$ cat config.mk
export PLATFORM = sky130hd
export DESIGN_NAME = fifo_burst_seq
export DESIGN_NICKNAME = d
export VERILOG_FILES = /design/src/rtl/fifo_burst_seq.sv
export SDC_FILE = /design/constraint.sdc
export NUM_CORES = 1
export LEC_CHECK = 0
export BUFFER_PORTS_ARGS = -buffer_cell sky130_fd_sc_hd__buf_2
export CORE_ASPECT_RATIO = 0.5
export CORE_MARGIN = 5
export CORE_UTILIZATION = 58
export CTS_BUF_LIST = sky130_fd_sc_hd__clkbuf_4
export DETAILED_ROUTE_END_ITERATION = 7
export PLACE_DENSITY = 0.82
export RECOVER_POWER = 100
export SYNTH_ARGS = -nofsm -noshare
export SYNTH_HDL_FRONTEND = slang
export SYNTH_SLANG_ARGS = --single-unit
$ cat constraint.sdc
create_clock -name write_clk -period 2.4 [get_ports write_clk]
set_input_delay 0.48 -clock write_clk [delete_from_list [all_inputs] [get_ports write_clk]]
set_output_delay 0.48 -clock write_clk [all_outputs]
set_load 0.02 [all_outputs]
$ cat src/rtl/fifo_burst_seq.sv
`default_nettype none
// +---------------------------------------------------------------------------+
// | Module   : fifo_burst_seq                                                 |
// | Purpose  : Fills the 4-lane FIFO with one incrementing burst and drains   |
// |            it again. Define FIFO_BURST_CHECK_EN to build the read-data    |
// |            compare and the saturating mismatch counter.                   |
// | Revision : 1.0                                                            |
// +---------------------------------------------------------------------------+
module fifo_burst_seq #(
  parameter int BURST_LEN = 8,
  parameter int READ_LAT  = 1,
  parameter int ERR_W     = 8
) (
  input  logic             write_clk,
  input  logic             rst,
  input  logic             start,
  input  logic             writable,
  input  logic             readable,
  input  logic [3:0]       dout,
  output logic             we,
  output logic             re,
  output logic             din_a,
  output logic             din_b,
  output logic             din_c,
  output logic             din_d,
  output logic             busy,
  output logic             done,
  output logic [ERR_W-1:0] err_cnt
);

  typedef enum logic [2:0] {
    S_IDLE  = 3'd0,
    S_FILL  = 3'd1,
    S_DRAIN = 3'd2,
    S_FLUSH = 3'd3,
    S_DONE  = 3'd4
  } state_t;

  localparam logic [7:0] c_burst_len  = 8'(BURST_LEN);
  localparam logic [2:0] c_flush_init = 3'(READ_LAT - 1);

  state_t     r_state;
  logic [7:0] r_wr_cnt;
  logic [7:0] r_rd_cnt;
  logic [2:0] r_flush_cnt;
  logic [3:0] r_din;
  logic       r_we;
  logic       r_re;
  logic       r_busy;
  logic       r_done;
  logic [7:0] w_wr_next;
  logic [7:0] w_rd_next;

  assign w_wr_next = r_wr_cnt + 8'd1;
  assign w_rd_next = r_rd_cnt + 8'd1;

  always_ff @(posedge write_clk) begin
    if (rst) begin
      r_state     <= S_IDLE;
      r_wr_cnt    <= 8'd0;
      r_rd_cnt    <= 8'd0;
      r_flush_cnt <= 3'd0;
      r_din       <= 4'd0;
      r_we        <= 1'b0;
      r_re        <= 1'b0;
      r_busy      <= 1'b0;
      r_done      <= 1'b0;
    end else begin
      r_we   <= 1'b0;
      r_re   <= 1'b0;
      r_done <= 1'b0;
      case (r_state)
        S_IDLE: begin
          if (start) begin
            r_state  <= S_FILL;
            r_busy   <= 1'b1;
            r_wr_cnt <= 8'd0;
            r_rd_cnt <= 8'd0;
          end
        end
        S_FILL: begin
          // The pattern is the post-increment count, so the first word is 1.
          if (r_wr_cnt == c_burst_len) begin
            r_state <= S_DRAIN;
          end else if (writable) begin
            r_we     <= 1'b1;
            r_din    <= w_wr_next[3:0];
            r_wr_cnt <= w_wr_next;
          end
        end
        S_DRAIN: begin
          if (r_rd_cnt == c_burst_len) begin
            r_state     <= S_FLUSH;
            r_flush_cnt <= c_flush_init;
          end else if (readable) begin
            r_re     <= 1'b1;
            r_rd_cnt <= w_rd_next;
          end
        end
        S_FLUSH: begin
          // Lands on the same edge that compares the last read word.
          if (r_flush_cnt == 3'd0) begin
            r_state <= S_DONE;
            r_done  <= 1'b1;
          end else begin
            r_flush_cnt <= r_flush_cnt - 3'd1;
          end
        end
        S_DONE: begin
          r_state <= S_IDLE;
          r_busy  <= 1'b0;
        end
        default: begin
          r_state <= S_IDLE;
          r_busy  <= 1'b0;
        end
      endcase
    end
  end

  assign we    = r_we;
  assign re    = r_re;
  assign din_a = r_din[0];
  assign din_b = r_din[1];
  assign din_c = r_din[2];
  assign din_d = r_din[3];
  assign busy  = r_busy;
  assign done  = r_done;

`ifdef FIFO_BURST_CHECK_EN
  // Stage i holds the expected word for a read issued i cycles ago; while re
  // is high r_rd_cnt already equals that read's index.
  logic             r_pipe_vld [1:READ_LAT];
  logic [3:0]       r_pipe_exp [1:READ_LAT];
  logic [ERR_W-1:0] r_err_cnt;

  always_ff @(posedge write_clk) begin
    if (rst) begin
      for (int i = 1; i <= READ_LAT; i++) begin
        r_pipe_vld[i] <= 1'b0;
        r_pipe_exp[i] <= 4'd0;
      end
      r_err_cnt <= '0;
    end else begin
      r_pipe_vld[1] <= r_re;
      r_pipe_exp[1] <= r_rd_cnt[3:0];
      for (int i = 2; i <= READ_LAT; i++) begin
        r_pipe_vld[i] <= r_pipe_vld[i-1];
        r_pipe_exp[i] <= r_pipe_exp[i-1];
      end
      if (r_state == S_IDLE && start) begin
        r_err_cnt <= '0;
      end else if (r_pipe_vld[READ_LAT] && (dout != r_pipe_exp[READ_LAT])
                   && (r_err_cnt != '1)) begin
        r_err_cnt <= r_err_cnt + ERR_W'(1);
      end
    end
  end

  assign err_cnt = r_err_cnt;
`else
  logic w_unused_dout;
  assign w_unused_dout = ^dout;
  assign err_cnt       = '0;
`endif

endmodule
`default_nettype wire
== Yosys cells after proc, flatten, opt, wreduce, memory -nomap -nowiden ==
Cells that the tools add are included.

* Add/sub/neg operators: 3
* Equal/unequal tests: 14
* Muxes and demuxes: 20
* Bitwise gates (word level): 5
* Reduce and logical (&&, ||, !) cells: 15

{| class="wikitable"
|+ Operators by type and width
! kind !! count
|-
| $mux 8 || 5
|-
| $pmux 8 s2 || 2
|-
| $mux 3 || 6
|-
| $ne 2x2->1 const B || 9
|-
| $add 8x1->8 const B || 2
|-
| $eq 8x4->1 const B || 2
|-
| $pmux 3 s4 || 1
|-
| $reduce_and 4->1 || 3
|-
| $reduce_or 3->1 || 3
|-
| $eq 3x2->1 const B || 2
|-
| $logic_not 3->1 || 2
|-
| $pmux 3 s2 || 1
|-
| $reduce_and 3->1 || 2
|-
| $reduce_bool 2->1 || 3
|-
| $not 1->1 || 5
|-
| $mux 1 || 4
|-
| $eq 3x1->1 const B || 1
|-
| $sub 3x1->3 const B || 1
|-
| $pmux 1 s2 || 1
|-
| $reduce_and 2->1 || 1
|-
| $reduce_or 2->1 || 1
|}

* Bits in registers: 30
* Bits of input ports: 9
* Output and inout bits: 16

== Logic depth before layout (Yosys ltp) ==
Gate-level depths: netlist of the first run.

* Depth after elaboration: 4
* Depth in mapped cells: 8

== Worst setup path before layout of the first run ==
OpenSTA, ideal clock, no wires.

* Kind: reg2reg
* Start: register r_wr_cnt[0]
* End: register r_wr_cnt[5]
* Setup time: 0.074 ns
* Arrival time: 1.967 ns
* Setup slack: 0.359 ns
* Stages on the path, launching flop included: 9
* Buffers on the path: 2
* Cell sequence: dfxtp_1 inv_1 ha_1 or4b_4 o211a_1 buf_6 or3_1 buf_2 a31oi_1

* Cells in the longest elaborated chain, start to end: 4
* Elaborated cells on any way between the ends: 7

{| class="wikitable"
|+ RTL lines
! item !! line !! source
|-
| start, declared || 43 || <nowiki>logic [7:0] r_wr_cnt;</nowiki>
|-
| start signal, assigned || 88 || <nowiki>r_wr_cnt <= w_wr_next;</nowiki>
|-
| $add 8x1->8 || 54 || <nowiki>assign w_wr_next = r_wr_cnt + 8'd1;</nowiki>
|-
| $mux 8 || 85 || <nowiki>end else if (writable) begin</nowiki>
|-
| $mux 8 || 83 || <nowiki>if (r_wr_cnt == c_burst_len) begin</nowiki>
|-
| $pmux 8 s2 || 72 || <nowiki>case (r_state)</nowiki>
|}

Several ways; a longest one is shown, not always the timed one. The select of a mux whose other input is x is not followed.
A chain may end at the register's enable or synchronous reset.

== Worst setup path after layout of the first run ==
* Start: register r_wr_cnt[0]
* End: register r_wr_cnt[1]

The elaborated chain is that of the path after synthesis.

==> reports/metrics.cfg, run 1 <==
[finish]
drive_gt1_share_pct = 8.21
nets = 210
fin_cells = 232
nFillCells = 236
diodes = 0
post-route-util_pct = 63.4
final_cell_area_sq_um = 1640
areaGrowthSynthToFinish_pct = 4.96

[sta]
fin_crit_sh_pct = 89.8
rsz0062_at_grt = no
worstMarginPinSlew_ns = 0.496
fin_tns_setup_ns = 0
setup_viol = 0
fin_worst_skew_ns = 0.0135
maxSlewHeadroom_pct = 66.5
drv_slew = 0
period_needed_ns = 2.16
hold_viol = 0
timing.fmax_mhz = 464

[global_routing]
grt_pass1_wl_um = 5240
antenna_found_initial = 0
grt-ovfl-total = 0
grt_pass1_vias = 1233
grt_max_degree = 16
gr-usage-all-layers_pct = 17.2

[cts]
cts_root_buffer = clkbuf_4
cts_sinks = 30
tritoncts = built
cts_max_level = 2
clk_pin_slew_ns = 0.10
ctsResizeCount = 0
cts_inserted_buffers = 5
post_cts_buffers = 0
cts_hold_buf = 0
clock_latency_ns = 0.33
cts_buffer_depth = 2

[yosys]
yosysUniqueCellTypes = 46
ys_seq_area_share_pct = 38.4
ys_warn_count = 0
syn_area_per_cell_sq_um = 8.54
synth_seq_cells = 30
synth_edf_count = 0
yosys_most_used_dff = dfxtp_1
synthCells = 183
syn_area_sq_um = 1560
async_reset_ff_share_pct = 0

[floorplan]
core-area_sq_um = 2590
die_h_um = 46.7
fp-row-count = 13
start_util_pct = 60.4
dieArea_sq_um = 3900
ioPinCount = 25
die_w_um = 83.4

[power_and_ir_drop]
power_density_nw_per_um2 = 574
vdd_drop_max_mv = 0.265
leakage_nw = 0.609
total_power_mw = 0.942

[routing]
wire_per_inst_um = 13.0
vias = 1346
wirelength_met1_um = 1390
top_layer = met4
wl_met3_um = 241
routed_wl_um = 3010
dr.pass1.iters = 4
route.detailed.drc = 0
ant_nets = 0
drtIter0Drc = 86
dr_wl_met2_um = 1330
drt-vias-per-instance = 5.80

[placement]
placed_cell_area_sq_um = 1620
post-place-cells = 225
globalplace.congestion = 0.802
place_hpwl_um = 2180
port_buffers = 12

[critical_path]
end_kind = flop
worstSetupPathType = flop to flop
cp-start-kind = flop
crit_fanout = 8
arrival_ns = 2.42
cp.required_ns = 2.67

[flow_run]
maxCapViolations = 0

[run_status]
status = finished clean

[worst_hold_path]
hp-class = primary input to flop

==> logic make-up after synthesis <==
kind of cell               Yosys count  synth area share (%)
muxes                                1                 0.641
buffers and inverters               27                  8.97
DFF                                 30                  38.4
adders and majority gates            6                  4.80
xor gates and xnor gates             2                  1.12
and+or+nand+nor                     72                  27.1
AOI/OAI and AO/OA                   44                  18.7
other                                1                 0.240
==> cell type report <==
cell class	instances	area, sq um	share of cell area [%]
clock buffer	5	37.5	2.29
clock inverter	2	10.0	0.610
inverter	10	37.5	2.29
multi-input combinational	133	840	51.2
sequential	30	601	36.6
tap	37	46.3	2.82
timing repair buffer	15	68.8	4.20
==> cells in the mapped netlist (3+ instances only) <==
cell type,count,share of area (%)
ha_1,6,4.8
or4_1,5,2.4
nor2b_1,3,1.2
nand2b_1,5,2.0
buf_4,8,3.8
a211oi_1,3,1.4
nand4_1,5,2.0
a22oi_1,3,1.4
o21ai_1,8,2.6
nand3_1,7,2.2
dfxtp_1,30,38
a21oi_1,9,2.9
nand2_1,11,2.6
o21ai_0,3,0.96
a31oi_1,6,2.4
nor2_1,12,2.9
or3_1,4,1.6
inv_1,10,2.4
clkbuf_1,7,1.7
nor3_1,6,1.9
==> power breakdown <==
group / total, mW / switching [mW] / internal (mW) / leakage [nW]
clock: 0.274 / 0.169 / 0.105 / 0.0308
combinational: 0.133 / 0.0868 / 0.0466 / 0.336
sequential: 0.535 / 0.0217 / 0.513 / 0.243
total: 0.942 / 0.277 / 0.665 / 0.609
==> cells in the final DEF, fill, tap and decap left out, types with 3 or more instances in the layout <==
cell type,instances
a211oi_1,3
a21oi_1,9
a22oi_1,3
a31oi_1,6
buf_2,4
clkbuf_1,9
clkbuf_4,5
conb_1,8
dfxtp_1,30
ha_1,6
inv_1,10
nand2_1,11
nand2b_1,5
nand3_1,7
nand4_1,5
nor2_1,12
nor2b_1,3
nor3_1,6
o21ai_0,10
or3_1,4
or4_1,5
==> registers in the layout (all words and copies together), names as in the netlist <==
register and flops:
r_din 4, r_flush_cnt 3, re 1, done 1, busy 1, r_rd_cnt 8
r_wr_cnt 8, r_state 3, we 1
==> per-layer routing <==
metal / track usage (%) / vias to the layer above
li1: - / 678
met1: 20.4 / 611
met2: 29.0 / 49
met3: 6.25 / 8
met4: 8.33 / 0
met5: 0 / -
==> critical path: stages, from the launching register on <==
cell and delay [ns]:
dfxtp_1 0.33, inv_1 0.11, ha_1 0.16, or4b_1 0.49
o211a_1 0.26, clkbuf_1 0.20, or3_1 0.40, a21oi_1 0.14
==> per-stage QoR <==
step | hold WS, ns | setup WS, ns
5_1_grt | 0.447 | 0.128
3_5_place_dp | 0.442 | 0.321
6_report | 0.434 | 0.244
3_3_place_gp | 0.438 | 0.383
2_1_floorplan | 0.423 | 0.359
4_1_cts | 0.417 | 0.311
==> final timing paths <==
check             slack, ns                     endpoint  depth (start not counted)                   startpoint
setup / recovery       0.24     r_wr_cnt[1]$_SDFFE_PP0P_                          7     r_wr_cnt[0]$_SDFFE_PP0P_
hold / removal         0.43     r_wr_cnt[3]$_SDFFE_PP0P_                          3                     writable
setup reg to reg       0.24     r_wr_cnt[1]$_SDFFE_PP0P_                          7     r_wr_cnt[0]$_SDFFE_PP0P_
hold reg to reg        0.45  r_flush_cnt[0]$_SDFFE_PP0P_                          1  r_flush_cnt[0]$_SDFFE_PP0P_
Power figures use the tool's default switching activity.
==> inputs of run 2 (changes only) <==
--- a/config.mk
+++ b/config.mk
@@ -6,7 +6,6 @@
 export NUM_CORES = 1
 export LEC_CHECK = 0
 export BUFFER_PORTS_ARGS = -buffer_cell sky130_fd_sc_hd__buf_2
-export CORE_ASPECT_RATIO = 0.5
 export CORE_MARGIN = 5
 export CORE_UTILIZATION = 58
 export CTS_BUF_LIST = sky130_fd_sc_hd__clkbuf_4
==> reports/metrics.cfg, run 2 (synthesis gave the netlist of run 1 again) <==
[power_and_ir_drop]
pwr-share-clk_pct = 37.9  ; +8.8 points
p_comb_share_pct = 12.4  ; -1.8 points
power_switching_mw = 0.301  ; +8.6%
p_sw_share_pct = 28.0  ; -1.4 points
vdd_drop_max_mv = 0.522  ; +97%
leakage_nw = 0.622  ; +2.1%
p_int_mw = 0.775  ; +17%
seq_power_share_pct = 49.7  ; -7.1 points
power_density_nw_per_um2 = 648  ; +13%

[cts]
post_cts_buffers = 0  ; unchanged
ctsResizeCount = 0  ; unchanged
clock_latency_ns = 0.35  ; +0.02 ns
cts_sinks = 30  ; unchanged
cts_max_level = 2  ; unchanged
cts_hold_buf = 0  ; unchanged
cts_buffer_depth = 2  ; unchanged
cts_inserted_buffers = 5  ; unchanged
clk_pin_slew_ns = 0.10  ; about the same
cts_root_buffer = clkbuf_4
tritoncts = built

[worst_hold_path]
hp-start = writable
hp-class = primary input to flop

[routing]
wire_per_inst_um = 14.1  ; +9.1%
vias = 1340  ; -0.45%
route.detailed.drc = 0  ; unchanged
drt-vias-per-instance = 5.98  ; +3.1%
ant_nets = 0  ; unchanged
dr.pass1.iters = 4  ; unchanged
routed_wl_um = 3170  ; +5.4%
drtIter0Drc = 49  ; -43%

[sta]
timing.fmax_mhz = 443  ; -4.4%
setup_viol = 0  ; unchanged
hold_viol = 0  ; unchanged
fin_worst_skew_ns = 0.00983  ; -0.00364 ns
period_needed_ns = 2.25  ; +0.0994 ns
drv_slew = 0  ; unchanged
timing.final.ws_setup_ns = 0.145  ; -0.0994 ns
whs_ns = 0.427  ; -0.00664 ns
fin_crit_sh_pct = 94.0  ; +4.1 points
rsz0062_at_grt = no
fin_tns_setup_ns = 0  ; unchanged

[critical_path]
path_buf_inv = 1  ; -1
cp.required_ns = 2.67  ; about the same
r2r_slack_ns = 0.15  ; -0.10 ns
arrival_ns = 2.52  ; +0.10 ns
r2r-start = r_wr_cnt[0]$_SDFFE_PP0P_
worstSetupPathType = flop to flop
worstPathCellList = inv_1 > ha_1 > or4b_4 > o211a_1 > or3_1 > a31oi_1
cp-start-kind = flop
crit_slowest_cell = or3_1
critPathTopFamily = simple AND/OR/NAND/NOR gates
crit_fanout = 9  ; +1
crit_start = r_wr_cnt[0]$_SDFFE_PP0P_
end_kind = flop
max_stage_delay_ns = 0.52  ; +0.03 ns

[global_routing]
grt-ovfl-total = 0  ; unchanged
gr-usage-all-layers_pct = 18.3  ; +1.2 points
grt_pass1_vias = 1213  ; -1.6%
grt_max_degree = 27  ; +11
grt_pass1_wl_um = 5220  ; -0.53%
antenna_found_initial = 0  ; unchanged

[finish]
diodes = 0  ; unchanged
reg_top3 = r_rd_cnt: 8 flops, r_wr_cnt: 8 flops, r_din: 4 flops
drive_gt1_share_pct = 9.28  ; +1.1 points
mostFrequentLayoutCells = dfxtp_1, nor2_1, nand2_1
areaGrowthSynthToFinish_pct = 6.16
nets = 208  ; -0.95%
layout_commonest_cell = dfxtp_1
final_cell_area_sq_um = 1660  ; +1.1%

[floorplan]
dieArea_sq_um = 3830  ; -1.6%
core-area_sq_um = 2520  ; -2.5%
start_util_pct = 62.0  ; +1.5 points
ioPinCount = 25  ; unchanged
fp-row-count = 18  ; +5
die_h_um = 61.9  ; +33%
die_w_um = 61.9  ; -26%

[placement]
port_buffers = 12  ; unchanged
placed_cell_area_sq_um = 1590  ; -1.5%
globalplace.congestion = 0.802  ; about the same
dp_worst_setup_slack_ns = 0.204  ; -0.118 ns
place_hpwl_um = 2190  ; +0.44%

[run_status]
status = finished clean

[flow_run]
maxCapViolations = 0  ; unchanged

==> run 2: changes by cell type in the layout (fill, tap and decap cells not counted) <==
cell | before | now
buf_4 | 2 | 1
bufinv_16 | 0 | 1
or4b_4 | 0 | 1
o211ai_2 | 0 | 1
clkbuf_1 | 9 | 8
o211ai_1 | 1 | 0
or4b_1 | 2 | 1
==> run 2: power groups by stage <==
stage	sequential, mW	clock [mW]	combinational [mW]
global route	0.538	0.435	0.147
CTS	0.534	0.408	0.138
detailed placement	0.546	0	0.136
floorplan	0.544	0	0.119
finish	0.535	0.407	0.134
global placement	0.544	0	0.132
==> run 2: through the flow <==
step | utilization (%) | cells | power (mW)
after floorplan | - | 190 | 0.663
after global placement | 63.1 | 216 | 0.676
after detailed placement | 63.1 | 216 | 0.681
after CTS | 66.2 | 224 | 1.08
after global routing | 65.8 | 224 | 1.12
final | 65.8 | 224 | 1.08
==> run 2: tightest hold or removal path, cell delays in order <==
cell	delay [ns]
buf_2	0.11
nand3_1	0.08
o211ai_2	0.07
==> run 2: path summary, 6_finish.rpt <==
path	endpoint	cells past startpoint
setup / recovery	r_wr_cnt[5]$_SDFFE_PP0P_	6
hold / removal	r_wr_cnt[3]$_SDFFE_PP0P_	3
setup reg to reg	r_wr_cnt[5]$_SDFFE_PP0P_	6
hold reg to reg	r_flush_cnt[0]$_SDFFE_PP0P_	1
==> run 2: area by class of cell <==
type                            instances  area [sq um]
Sequential cell                        30           601
Clock inverter                          3          40.0
Timing Repair Buffer                   13          57.6
Tap cell                               30          37.5
Multi-Input combinational cell        133           848
Clock buffer                            5          37.5
Fill cell                             233           863
Inverter                               10          37.5
==> run 2: metal layers <==
layer | global-route usage, % | vias up | share of wire, %
met1 | 23.2 | 621 | 45
met3 | 6.82 | 6 | 6.3
met5 | 0 | - | 0
li1 | - | 675 | -
met4 | 6.36 | 0 | 1.6
met2 | 28.7 | 38 | 47
==> inputs of run 3 (changes only) <==
--- a/config.mk
+++ b/config.mk
@@ -11,7 +11,6 @@
 export CTS_BUF_LIST = sky130_fd_sc_hd__clkbuf_4
 export DETAILED_ROUTE_END_ITERATION = 7
 export PLACE_DENSITY = 0.82
-export RECOVER_POWER = 100
 export SYNTH_ARGS = -nofsm -noshare
 export SYNTH_HDL_FRONTEND = slang
 export SYNTH_SLANG_ARGS = --single-unit
==> reports/metrics.cfg, run 3 (synthesis gave the netlist of run 1 again) <==
[sta]
hold_viol = 0  ; unchanged
fin_crit_sh_pct = 94.0  ; about the same
timing.final.ws_setup_ns = 0.144  ; -0.000878 ns
rsz0062_at_grt = no
timing.fmax_mhz = 443  ; about the same
setup_viol = 0  ; unchanged
period_needed_ns = 2.26  ; +0.000878 ns
drv_slew = 0  ; unchanged
fin_tns_setup_ns = 0  ; unchanged
fin_worst_skew_ns = 0.0105  ; +0.000631 ns

[flow_run]
maxCapViolations = 0  ; unchanged

[finish]
nFillCells = 228  ; -2.1%
multi_input_area_sq_um = 848  ; unchanged
diodes = 0  ; unchanged
seqCellArea_sq_um = 601  ; unchanged
mostFrequentLayoutCells = dfxtp_1, nor2_1, buf_2
nets = 208  ; unchanged
areaGrowthSynthToFinish_pct = 6.81
reg_top3 = r_rd_cnt: 8 flops, r_wr_cnt: 8 flops, r_din: 4 flops
layout_commonest_cell = dfxtp_1
drive_gt1_share_pct = 13.4  ; +4.1 points

[routing]
drt-vias-per-instance = 5.98  ; about the same
vias = 1339  ; -0.075%
wire_per_inst_um = 14.3  ; +0.88%
drtIter0Drc = 63  ; +29%
ant_nets = 0  ; unchanged
route.detailed.drc = 0  ; unchanged
dr.pass1.iters = 4  ; unchanged
routed_wl_um = 3200  ; +0.88%

[global_routing]
grt_pass1_wl_um = 5220  ; unchanged
grt_max_degree = 27  ; unchanged
grt_pass1_vias = 1213  ; unchanged
gr-usage-all-layers_pct = 18.3  ; unchanged
grt-ovfl-total = 0  ; unchanged
antenna_found_initial = 0  ; unchanged

[critical_path]
critPathTopFamily = simple AND/OR/NAND/NOR gates
rr_endpoint = r_wr_cnt[5]$_SDFFE_PP0P_
cp-endpoint = r_wr_cnt[5]$_SDFFE_PP0P_
r2r-start = r_wr_cnt[0]$_SDFFE_PP0P_
cp.depth = 6  ; unchanged
max_stage_delay_ns = 0.52  ; about the same
end_kind = flop
path_buf_inv = 1  ; unchanged
crit_start = r_wr_cnt[0]$_SDFFE_PP0P_
worstSetupPathType = flop to flop
cp-start-kind = flop
r2r_cells = 6  ; unchanged
cp.required_ns = 2.67  ; about the same
crit_fanout = 9  ; unchanged
crit_slowest_cell = or3_1
worstPathCellList = inv_1 > ha_1 > or4b_4 > o211a_1 > or3_1 > a31oi_1
r2r_slack_ns = 0.14  ; about the same
arrival_ns = 2.52  ; about the same

[cts]
ctsResizeCount = 0  ; unchanged
clock_latency_ns = 0.35  ; about the same
cts_inserted_buffers = 5  ; unchanged
cts_root_buffer = clkbuf_4
tritoncts = built
cts_buffer_depth = 2  ; unchanged
cts_sinks = 30  ; unchanged
post_cts_buffers = 0  ; unchanged
cts_hold_buf = 0  ; unchanged
cts_max_level = 2  ; unchanged
clk_pin_slew_ns = 0.10  ; about the same

[floorplan]
start_util_pct = 62.0  ; unchanged
fp-row-count = 18  ; unchanged
ioPinCount = 25  ; unchanged
dieArea_sq_um = 3830  ; unchanged
die_h_um = 61.9  ; unchanged
core-area_sq_um = 2520  ; unchanged
die_w_um = 61.9  ; unchanged

[power_and_ir_drop]
leakage_nw = 0.656  ; +5.4%
power_density_nw_per_um2 = 648  ; about the same
vdd_drop_max_mv = 0.524  ; +0.42%

[worst_hold_path]
hold_depth = 3  ; unchanged
hp-class = primary input to flop

[placement]
place_hpwl_um = 2190  ; unchanged
port_buffers = 12  ; unchanged
dp_worst_setup_slack_ns = 0.204  ; unchanged
globalplace.congestion = 0.802  ; unchanged

[run_status]
status = finished clean

run 3: changes by cell type in the layout (fill, tap and decap cells not counted), sizes merged:
| cell | before | now |
|---|---|---|
| buf | 5 | 13 |
| clkbuf | 13 | 5 |
run 3: worst min-delay path, stage by stage:
cell and delay [ns]:
buf_2 0.11, nand3_1 0.08, o211ai_2 0.07
run 3: layer usage:
metal	global-route usage [%]	up-vias	part of all wire (%)	wire, um
met1	23.2	613	45	1430
met2	28.7	45	47	1490
met5	0	-	0	0
met4	6.36	0	1.6	52
li1	-	675	-	-
met3	6.82	6	6.8	218
run 3: worst min-delay path by stage:
| stage | startpoint | to | slack, ns |
|---|---|---|---|
| final | writable | r_wr_cnt[3]$_SDFFE_PP0P_ | 0.42 |
| after global routing | writable | r_wr_cnt[3]$_SDFFE_PP0P_ | 0.43 |
| after CTS | writable | r_wr_cnt[3]$_SDFFE_PP0P_ | 0.43 |
| after detailed placement | r_flush_cnt[0]$_SDFFE_PP0P_ | r_flush_cnt[0]$_SDFFE_PP0P_ | 0.46 |
| after global placement | r_flush_cnt[0]$_SDFFE_PP0P_ | r_flush_cnt[0]$_SDFFE_PP0P_ | 0.44 |
| after floorplan | r_flush_cnt[0]$_SDFFE_PP0P_ | r_flush_cnt[0]$_SDFFE_PP0P_ | 0.42 |
run 3: layout make-up:
| type | instances | share of cell area [%] |
|---|---|---|
| Timing Repair Buffer | 13 | 4.05 |
| Inverter | 10 | 2.25 |
| Sequential cell | 30 | 36.0 |
| Clock inverter | 3 | 2.40 |
| Multi-Input combinational cell | 133 | 50.8 |
| Clock buffer | 5 | 2.25 |
| Tap cell | 30 | 2.25 |
run 3: report_power, final:
part | switching, mW | leakage (nW) | total (mW) | internal (mW)
logic | 0.0888 | 0.368 | 0.137 | 0.0486
clock network | 0.195 | 0.0450 | 0.410 | 0.215
registers | 0.0210 | 0.243 | 0.534 | 0.513
run 3: through the flow:
stage | cells | utilization (%) | power (mW) | area (sq um) | hold WS [ns]
2_1_floorplan | 190 | - | 0.663 | 1590 | 0.423
3_3_place_gp | 216 | 63.1 | 0.676 | 1590 | 0.441
3_5_place_dp | 216 | 63.1 | 0.681 | 1590 | 0.458
4_1_cts | 224 | 66.2 | 1.08 | 1670 | 0.430
5_1_grt | 224 | 66.2 | 1.12 | 1670 | 0.432
6_report | 224 | 66.2 | 1.08 | 1670 | 0.425
